`src/rtl/truth_table_sweep_pkg.sv`:
```
// Shared definitions for the truth-table sweeper.
//   state_t          : sweep FSM states
//   NUM_VECTORS      : number of input combinations of a 3-input circuit
//   IDX_W            : width of the vector index (drives abc directly)
//   CNT_W            : width of the settle counter (SETTLE_CYCLES 0..15)
//   lowest_mismatch(): index of the lowest differing bit, 0 when equal
package truth_table_sweep_pkg;

    localparam int NUM_VECTORS = 8;
    localparam int IDX_W       = 3;
    localparam int CNT_W       = 4;

    typedef enum logic [1:0] {
        ST_IDLE,
        ST_SETTLE,
        ST_SAMPLE,
        ST_DONE
    } state_t;

    // Scans from the top down so the last hit is the lowest index.
    function automatic logic [IDX_W-1:0] lowest_mismatch(
        input logic [NUM_VECTORS-1:0] a,
        input logic [NUM_VECTORS-1:0] b
    );
        logic [IDX_W-1:0] r;
        r = '0;
        for (int i = NUM_VECTORS - 1; i >= 0; i--) begin
            if (a[i] != b[i]) r = IDX_W'(i);
        end
        return r;
    endfunction

endpackage

```
`src/rtl/truth_table_sweep.sv`:
```
// Walks a 3-input combinational circuit through all 8 input vectors, waits
// SETTLE_CYCLES+1 cycles per vector for the output to settle, samples it,
// and compares the captured truth table against a golden table.
//   clk, rst_n  : clock, asynchronous active-low reset
//   start       : request a sweep (only looked at in IDLE)
//   expected    : golden truth table, latched when the sweep is accepted
//   y_in        : output of the circuit under test
//   abc         : drive to the circuit under test (abc[2]=A .. abc[0]=C)
//   busy        : high while settling/sampling
//   done        : one-cycle pulse when the sweep completes
//   truth       : captured truth table, held in IDLE
//   pass        : captured table matches the latched golden table
//   first_fail  : lowest mismatching vector, 0 on pass
module truth_table_sweep
    import truth_table_sweep_pkg::*;
#(
    parameter int SETTLE_CYCLES = 2
) (
    input  logic                   clk,
    input  logic                   rst_n,
    input  logic                   start,
    input  logic [NUM_VECTORS-1:0] expected,
    input  logic                   y_in,
    output logic [IDX_W-1:0]       abc,
    output logic                   busy,
    output logic                   done,
    output logic [NUM_VECTORS-1:0] truth,
    output logic                   pass,
    output logic [IDX_W-1:0]       first_fail
);

    localparam logic [CNT_W-1:0] SETTLE_LD = CNT_W'(SETTLE_CYCLES);
    localparam logic [IDX_W-1:0] LAST_IDX  = IDX_W'(NUM_VECTORS - 1);

    state_t                  state;
    logic [IDX_W-1:0]        idx;
    logic [CNT_W-1:0]        cnt;
    logic [NUM_VECTORS-1:0]  exp_q;
    logic [NUM_VECTORS-1:0]  truth_nxt;

    // The index register is the circuit drive; it only moves on SAMPLE, so
    // abc is stable across each vector's settle and sample cycles.
    assign abc = idx;

    // Table including the bit being sampled this cycle, so the final compare
    // on entry to DONE sees vector 7.
    always_comb begin
        truth_nxt      = truth;
        truth_nxt[idx] = y_in;
    end

    always_ff @(posedge clk or negedge rst_n) begin
        if (!rst_n) begin
            state      <= ST_IDLE;
            idx        <= '0;
            cnt        <= '0;
            exp_q      <= '0;
            truth      <= '0;
            busy       <= 1'b0;
            done       <= 1'b0;
            pass       <= 1'b0;
            first_fail <= '0;
        end else begin
            done <= 1'b0;
            case (state)
                ST_IDLE: begin
                    if (start) begin
                        exp_q      <= expected;
                        truth      <= '0;
                        idx        <= '0;
                        cnt        <= SETTLE_LD;
                        busy       <= 1'b1;
                        pass       <= 1'b0;
                        first_fail <= '0;
                        state      <= ST_SETTLE;
                    end
                end
                ST_SETTLE: begin
                    // Counter runs SETTLE_CYCLES..0, giving SETTLE_CYCLES+1 cycles.
                    if (cnt == '0) state <= ST_SAMPLE;
                    else           cnt   <= cnt - 1'b1;
                end
                ST_SAMPLE: begin
                    truth <= truth_nxt;
                    if (idx == LAST_IDX) begin
                        // idx stays at 7 so abc holds until the next start.
                        busy       <= 1'b0;
                        done       <= 1'b1;
                        pass       <= (truth_nxt == exp_q);
                        first_fail <= lowest_mismatch(truth_nxt, exp_q);
                        state      <= ST_DONE;
                    end else begin
                        idx   <= idx + 1'b1;
                        cnt   <= SETTLE_LD;
                        state <= ST_SETTLE;
                    end
                end
                ST_DONE: begin
                    // start is deliberately not looked at here.
                    state <= ST_IDLE;
                end
                default: state <= ST_IDLE;
            endcase
        end
    end

endmodule

```
`config.mk`:
```
export PLATFORM = sky130hd
export DESIGN_NAME = truth_table_sweep
export DESIGN_NICKNAME = d
export VERILOG_FILES = /design/src/rtl/truth_table_sweep_pkg.sv /design/src/rtl/truth_table_sweep.sv
export SDC_FILE = /design/constraint.sdc
export NUM_CORES = 1
export LEC_CHECK = 0
export ABC_AREA = 1
export BUFFER_PORTS_ARGS = -buffer_cell sky130_fd_sc_hd__buf_2
export CAP_MARGIN = 5
export CORE_MARGIN = 8
export CORE_UTILIZATION = 55
export DETAILED_ROUTE_END_ITERATION = 8
export GPL_ROUTABILITY_DRIVEN = 0
export PLACE_DENSITY = 0.89
export SYNTH_ARGS = -nofsm -noshare
export SYNTH_HDL_FRONTEND = slang
export SYNTH_SLANG_ARGS = --single-unit
```
`constraint.sdc`:
```
create_clock -name clk -period 2.1 [get_ports clk]
set_input_delay 0.105 -clock clk [delete_from_list [all_inputs] [get_ports clk]]
set_output_delay 0.105 -clock clk [all_outputs]
set_load 0.01 [all_outputs]
```
After elaboration in Yosys (flattened, before gate mapping)
Index checks and enable logic that the tools add are counted.
{ "totals": {"ff_bits": 31, "input_bits": 12, "output_inout_bits": 17, "word_cells": 76} }
{ "classes": {"n_addsub": 2, "n_lt_le_gt_ge": 2, "n_eq_ne": 18, "muxes": 34, "n_reduce_logical": 11} }
{ "op_table": {"columns": ["op", "count"], "rows": [
  ["2-to-1 mux 3 bit", 11],
  ["case mux 8 bit (2 select lines)", 1],
  ["2-to-1 mux 4 bit", 3],
  ["case mux 3 bit (2 select lines)", 2],
  ["case mux 4 bit (3 select lines)", 1],
  ["inequality test 2 bit (second input constant)", 5],
  ["bitwise mux 8 bit", 1],
  ["equality test 8 bit", 1],
  ["2-to-1 mux 8 bit", 1],
  ["inequality test 1 bit", 8],
  ["case mux 2 bit (4 select lines)", 1],
  ["2-to-1 mux 1 bit", 7],
  ["2-to-1 mux 2 bit", 3],
  ["AND reduction 2 bit", 3],
  ["AND reduction 3 bit", 2],
  ["equality test 2 bit (second input constant)", 2],
  ["logical NOT 4 bit", 1],
  ["< comparator 3 x 4 -> 1 bit (second input constant)", 1],
  ["case mux 1 bit (2 select lines)", 2],
  ["AND reduction 4 bit", 1],
  ["subtractor 4 x 1 -> 4 bit (second input constant)", 1],
  ["adder 3 x 1 -> 3 bit (second input constant)", 1],
  ["demux 1 bit (select 3 bit)", 1],
  ["equality test 3 bit (second input constant)", 1],
  ["other kinds (6)", 6]
]} }

Depth between registers and ports, before layout
Gate-level depths: netlist (run 1).
{ "logic_depth": {"depth_word": 16, "mapped_depth": 14, "mapped_depth_nobuf": 13} }

Worst setup path after synthesis (run 1)
Ideal clock, no wire load.
{ "synth_path": {"kind": "register to register", "from": "register idx[0] (netlist: abc[0])", "to": "register cnt[2]", "setup_time_ns": 0.123, "t_arrival_ns": 1.469, "required_time_ns": 1.977, "setup_slack_ns": 0.508, "stages_incl_launch_ff": 11, "n_path_buf": 0, "period_less_slack_ns": 1.592, "cell_sequence": "dfrtp_1 > ha_1 > ha_1 > inv_1 > nor2_8 > inv_1 > nand2_2 > inv_1 > nand2_1 > o21ai_1 > a21oi_1"} }
{ "synth_via": {"elab_chain_len": 3} }
{ "synth_rtl": {"columns": ["item", "line_no", "text"], "rows": [
  ["start: declaration", "truth_table_sweep.sv:36", "logic [IDX_W-1:0] idx;"],
  ["start signal: assignment", "truth_table_sweep.sv:93", "idx <= idx + 1'b1;"],
  ["equality test 3 bit", "truth_table_sweep.sv:85", "if (idx == LAST_IDX) begin"],
  ["inequality test 2 bit (no source line)", null, null],
  ["AND reduction 4 bit (no source line)", null, null],
  ["end signal: assignment", "truth_table_sweep.sv:81", "else cnt <= cnt - 1'b1;"],
  ["end: declaration", "truth_table_sweep.sv:37", "logic [CNT_W-1:0] cnt;"]
]} }
Every way passes these cells.
A chain may end at the register's enable or synchronous reset.

Final worst setup path (run 1)
{ "layout_path": {"from": "register idx[2] (netlist: abc[2])", "to": "register idx[0] (netlist: abc[0])"} }
{ "layout_via": {"elab_chain_len": 3} }
{ "layout_rtl": {"columns": ["item", "line_no"], "rows": [
  ["equality test 3 bit", "truth_table_sweep.sv:85"],
  ["inequality test 2 bit (no source line)", null],
  ["AND reduction 3 bit (no source line)", null]
]} }
Every way passes these cells.

==> results of run 1 <==
## through the flow
step | utilization [%] | instance area (um^2) | setup slack [ps] | cells
after floorplan | - | 1680 | 508 | 196
after CTS | 65.7 | 1960 | 369 | 268
after global routing | 65.7 | 1960 | 134 | 268
after detailed placement | 62.0 | 1850 | 386 | 256
final | 65.7 | 1960 | 364 | 268
after global placement | 62.0 | 1850 | 489 | 256
## worst paths after layout
path                               start       endpoint  slack (ps)  cells after the start
setup reg to reg                  abc[2]         abc[0]         360                      7
max in group asynchronous          rst_n         cnt[3]        1340                      2
min in group asynchronous          rst_n       truth[3]         330                      2
setup / recovery                  abc[2]         abc[0]         360                      7
hold / removal               expected[5]       exp_q[5]           9                      3
hold reg to reg            first_fail[0]  first_fail[0]         480                      2
## layout by cell type (no fill, tap or decap), types with 6 or more instances in the layout
cell type	instances
nand2_1	45
dfrtp_1	31
buf_2	28
inv_1	27
nand3_1	18
nor2_1	8
o22ai_1	6
nand4_1	6
o21ai_0	6
## layout make-up
cell class	count	area, um^2
Tap cell	33	41.3
Clock buffer	8	68.8
Timing Repair Buffer	35	203
Inverter	31	119
Multi-Input combinational cell	130	748
Fill cell	243	1020
Sequential cell	31	776
## per-layer routing
layer | share of wire [%] | up-vias
met5 | 0 | -
met4 | 2.5 | 0
met3 | 6.6 | 9
met2 | 47 | 41
met1 | 44 | 643
li1 | - | 712
## registers in the layout, summed over array words and instances (netlist names)
register and count:
cnt 4, exp_q 8, truth 8, first_fail 3, busy 1, abc 3
state 2, done 1, pass 1
## tightest hold or removal path, stage by stage
cell,delay (ps)
buf_2,70
nor2_1,30
a21oi_1,90
## power groups by stage
stage	sequential (mW)	combinational, mW	clock, mW
6_report	0.835	0.796	0.392
5_1_grt	0.853	0.891	0.426
4_1_cts	0.836	0.797	0.402
3_5_place_dp	0.849	0.786	0
3_3_place_gp	0.843	0.757	0
2_1_floorplan	0.838	0.602	0
## cell families after synthesis
family	count (synthesis)
DFF	31
buffers and inverters	35
muxes	4
AOI/OAI and AO/OA	27
xor gates and xnor gates	5
adders and majority gates	4
and+or+nand+nor	90
==> flow_metrics.tcl, run 1 <==
set metrics [dict create \
    slowest_delay_ps 560 \
    synth_mux_area_share_pct 2.68 \
    synth-compound-area-share_pct 9.75 \
    cts-hold-fix-buffers 4 \
    ys_seq_area_share_pct 46.1 \
    path_class "reg2reg" \
    cts_buffers 5 \
    floorplan.initialDensity_pct 56.5 \
    relSlewSlack_pct 56.0 \
    critPathSlowestCell "dfrtp_1" \
    syn_inst 196 \
    cts_buffer_depth 2 \
    status "finished, final reports clean" \
    path_cells "ha_1 > inv_1 > nor2_8 > nor2_1 > inv_1 > nand2_1 > o21ai_0" \
    leakagePower_nw 1.05 \
    synth_area_leaders "dfrtp_1 (46%), nand2_1 (10%), inv_1 (6.0%)" \
    synth-edff-count 0 \
    post_cts_buffers 0 \
    drive_above_1_share_pct 25.1 \
    grt_pass1_vias 1428 \
    setup_viol_count_final 0 \
    maxCapViolCount 0 \
    cts-resized-gates 0 \
    cts_tree "built" \
    netSwitchingFraction_pct 38.9 \
    ys_types 29 \
    synthAdderAreaFrac_pct 2.98 \
    synth-async-reset-ratio_pct 100 \
    ios 29 \
    synth_top_family_by_area "simple AND/OR/NAND/NOR gates" \
    yosysWarningCount 0 \
    p_comb_share_pct 39.3 \
    min_path_type "in2reg" \
    htree_num_levels 2 \
    critical_path.top_delay_family "flip-flops" \
    hold_violations 0 \
    cts_num_sinks 31 \
    syn_area_per_cell_um2 8.58 \
    critPathLaunchType "flip-flop" \
    synth_commonest_cells "nand2_1 (45), dfrtp_1 (31), inv_1 (27)" \
    grt_use_met3_pct 5.44 \
    power_density_mw_per_mm2 1030 \
    drc_errors 0 \
    power_mw 2.02 \
    grt_first_pass_wirelength_um 6250 \
    grt_max_degree 32 \
    endpoint_kind "flip-flop" \
    synth_top_area_share_pct 46.1 \
    synth.most_common_cell "nand2_1" \
    holdWs_ps 9.31 \
    coreArea_mm2 0.00298 \
    syn2layout_area_growth_pct 16.3 \
    die_w_um 71.3 \
    nNetsFinal 250 \
    busiest_layer "met2" \
    critPathMostFrequentCell "inv_1" \
    cp_max_fo 14 \
    finalWirelength_um 3540 \
    num_vias 1405 \
    path_clk_slew_ps 100 \
    max_slew.worst_pin.slew_ps 660 \
    min_period_ps 1740 \
    diodes 0 \
    cp.required_ps 2310 \
    final_max_slew_viol_count 0 \
    ir_drop_mv 0.604 \
    p_seq_share_pct 41.3 \
    rsz0062_at_grt "no" \
    insertion_delay_ps 330 \
    synth_nets 212 \
    tns_ps 0 \
    clock_skew_ps 10.2 \
    hpwl_um 2640 \
    clock.fmax_mhz 576 \
    track_usage_pct 15.3 \
    gr-usage-met1_pct 18.2 \
    yosys_most_used_dff "dfrtp_1" \
    die_h_um 71.3 \
    cp_num_buf_inv 2 \
    routed_via_density 5.24 \
    drtAntennaViolNets 0 \
    period_share_pct 82.6 \
    dr.pass1.iters 4 \
    yosys.area_share.simple_pct 26.5 \
    cts-root-buf "clkbuf_4" \
    drt_iter0_drc 136 \
    synthXorXnorAreaFrac_pct 2.60 \
    ys_seq_elements 31 \
    p_int_mw 1.24 \
    io_buffers 28 \
    antenna_found_initial 0 \
    switching_power_uw 787 \
    gr-total-overflow 0 \
    synth.largest_area_cell "dfrtp_1" \
    synth_area_mm2 0.00168 \
    num_rows 20 \
    met2_usage_pct 23.6 \
    clkPwrFrac_pct 19.4 \
    crit_arrival_ps 1940 \
    dieArea_mm2 0.00508 \
    wire_per_inst_um 13.2 \
]
No activity file was read; power rests on OpenSTA's default activity.
==> run 2, diff against run 1 <==
==> constraint.sdc (replaced) <==
create_clock -name clk -period 1.65 [get_ports clk]
set_input_delay 0.0825 -clock clk [delete_from_list [all_inputs] [get_ports clk]]
set_output_delay 0.0825 -clock clk [all_outputs]
set_load 0.01 [all_outputs]
==> run 2 against run 1 <==
Sequential share of layout area down 2.0 points. Sequential power up 28%. First-iteration DRC count down 28%. Cell count is 3.7% higher. Die area unchanged. Maximum frequency grew 9.4%. Count of clock-buffer cells in the layout down 2.
==> flow_metrics.tcl, run 2 (synthesis gave the netlist of run 1 again) <==
set metrics [dict create \
    dr.pass1.iters 4 \
    grt_pass1_vias 1433 \
    track_usage_pct 15.3 \
    placed_area_mm2 0.00188 \
    slowest_delay_ps 430 \
    top_regs "exp_q x8, truth x8, cnt x4" \
    gr-total-overflow 0 \
    status "finished, final reports clean" \
    antenna_found_initial 0 \
    r2r_slack_ps 60 \
    path_cells "buf_6 > nor2_4 > nand2_2 > o21ai_2 > xor2_1 > nand2_2 > nor2_4 > nand2_1 > o21ai_2" \
    drt_iter0_drc 98 \
    rsz0062_at_grt "yes" \
    die_w_um 71.3 \
    finalWirelength_um 3640 \
    endpoint_kind "flip-flop" \
    setup_viol_count_final 0 \
    power_density_mw_per_mm2 1230 \
    ir_drop_mv 0.730 \
    power_mw 2.54 \
    io_buffers 28 \
    cp.required_ps 1900 \
    hpwl_um 2680 \
    maxCapViolCount 0 \
    routed_via_density 5.28 \
    syn2layout_area_growth_pct 22.5 \
    drive_above_1_share_pct 30.6 \
    final_common_cell "nand2_1" \
    period_share_pct 96.2 \
    min_path_type "in2reg" \
    final_cell_mix "nand2_1 (41), dfrtp_1 (30), buf_2 (28)" \
    critPathLaunchType "flip-flop" \
    cts_tree "built" \
    nFillCells 233 \
    num_rows 20 \
    die_h_um 71.3 \
    design_area_mm2 0.00206 \
    dieArea_mm2 0.00508 \
    hold_violations 0 \
    floorplan.initialDensity_pct 56.5 \
    cts_buffer_depth 2 \
    coreArea_mm2 0.00298 \
    clock.fmax_mhz 630 \
    cts-root-buf "clkbuf_4" \
    cts_num_sinks 31 \
    grt_max_degree 32 \
    cts_buffers 5 \
    num_vias 1468 \
    wire_per_inst_um 13.1 \
    clock_skew_ps 6.73 \
    relSlewSlack_pct 53.6 \
    ios 29 \
    insertion_delay_ps 320 \
    nNetsFinal 262 \
    final_max_slew_viol_count 0 \
    min_period_ps 1590 \
    leakagePower_nw 1.09 \
    htree_num_levels 2 \
    drc_errors 0 \
    fin_util_pct 69.2 \
    path_class "reg2reg" \
    diodes 0 \
    drtAntennaViolNets 0 \
    critPathSlowestCell "dfrtp_1" \
    cp_max_fo 4 \
    path_clk_slew_ps 90 \
    grt_first_pass_wirelength_um 6170 \
    crit_arrival_ps 1840 \
    max_slew.worst_pin.slew_ps 696 \
]
[run 2: worst paths after layout]
path | cells past startpoint | end | startpoint
hold reg to reg | 2 | first_fail[2] | first_fail[2]
min in group asynchronous | 2 | cnt[1] | rst_n
max in group asynchronous | 2 | abc[2] | rst_n
setup / recovery | 9 | pass | abc[1]
hold / removal | 3 | exp_q[7] | expected[7]
setup reg to reg | 9 | pass | abc[1]
[run 2: layout make-up]
class	count	area, um^2	area share (%)
tap	33	41.3	2.00
inverter	31	121	5.89
timing repair buffer	47	314	15.2
multi-input combinational	130	766	37.2
sequential	31	777	37.7
clock buffer	6	41.3	2.00
[run 2: power by group]
group / internal (mW) / switching [mW] / leakage [nW]
clock: 0.151 / 0.224 / 0.0242
sequential: 0.945 / 0.124 / 0.393
combinational: 0.444 / 0.654 / 0.673
[run 2: timing repair]
action,in CTS,in global routing
pin swaps,0,10
gates resized for setup,1,13
endpoints found under the setup margin,1,6
hold buffers,7,1
endpoints found under the hold margin,37,1
buffers inserted,0,3
[run 2: per-layer routing]
metal	up-vias	part of all wire [%]	wire length [um]	GRT usage [%]
met5	-	0	0	0
met4	0	2.1	76	7.85
met3	8	5.5	201	6.14
met2	30	48	1760	24.5
met1	687	44	1600	17.1
li1	743	-	-	-
[run 2: critical path: cells and delay by family, from the launching register on]
family,cells,cell delay (ps)
AO/OA/AOI/OAI,2,260
XOR/XNOR,1,210
buffers and inverters,1,140
flip-flops,1,430
AND/OR/NAND/NOR,5,480
[run 2: per-stage QoR]
step	setup WS [ps]	std cells	TNS (ps)	hold WS [ps]
6_report	62.9	278	0	14.6
5_1_grt	-53.6	278	-184	73.0
4_1_cts	19.5	274	0	0.887
3_5_place_dp	24.2	261	0	158
3_3_place_gp	78.5	261	0	157
2_1_floorplan	57.8	196	0	-213
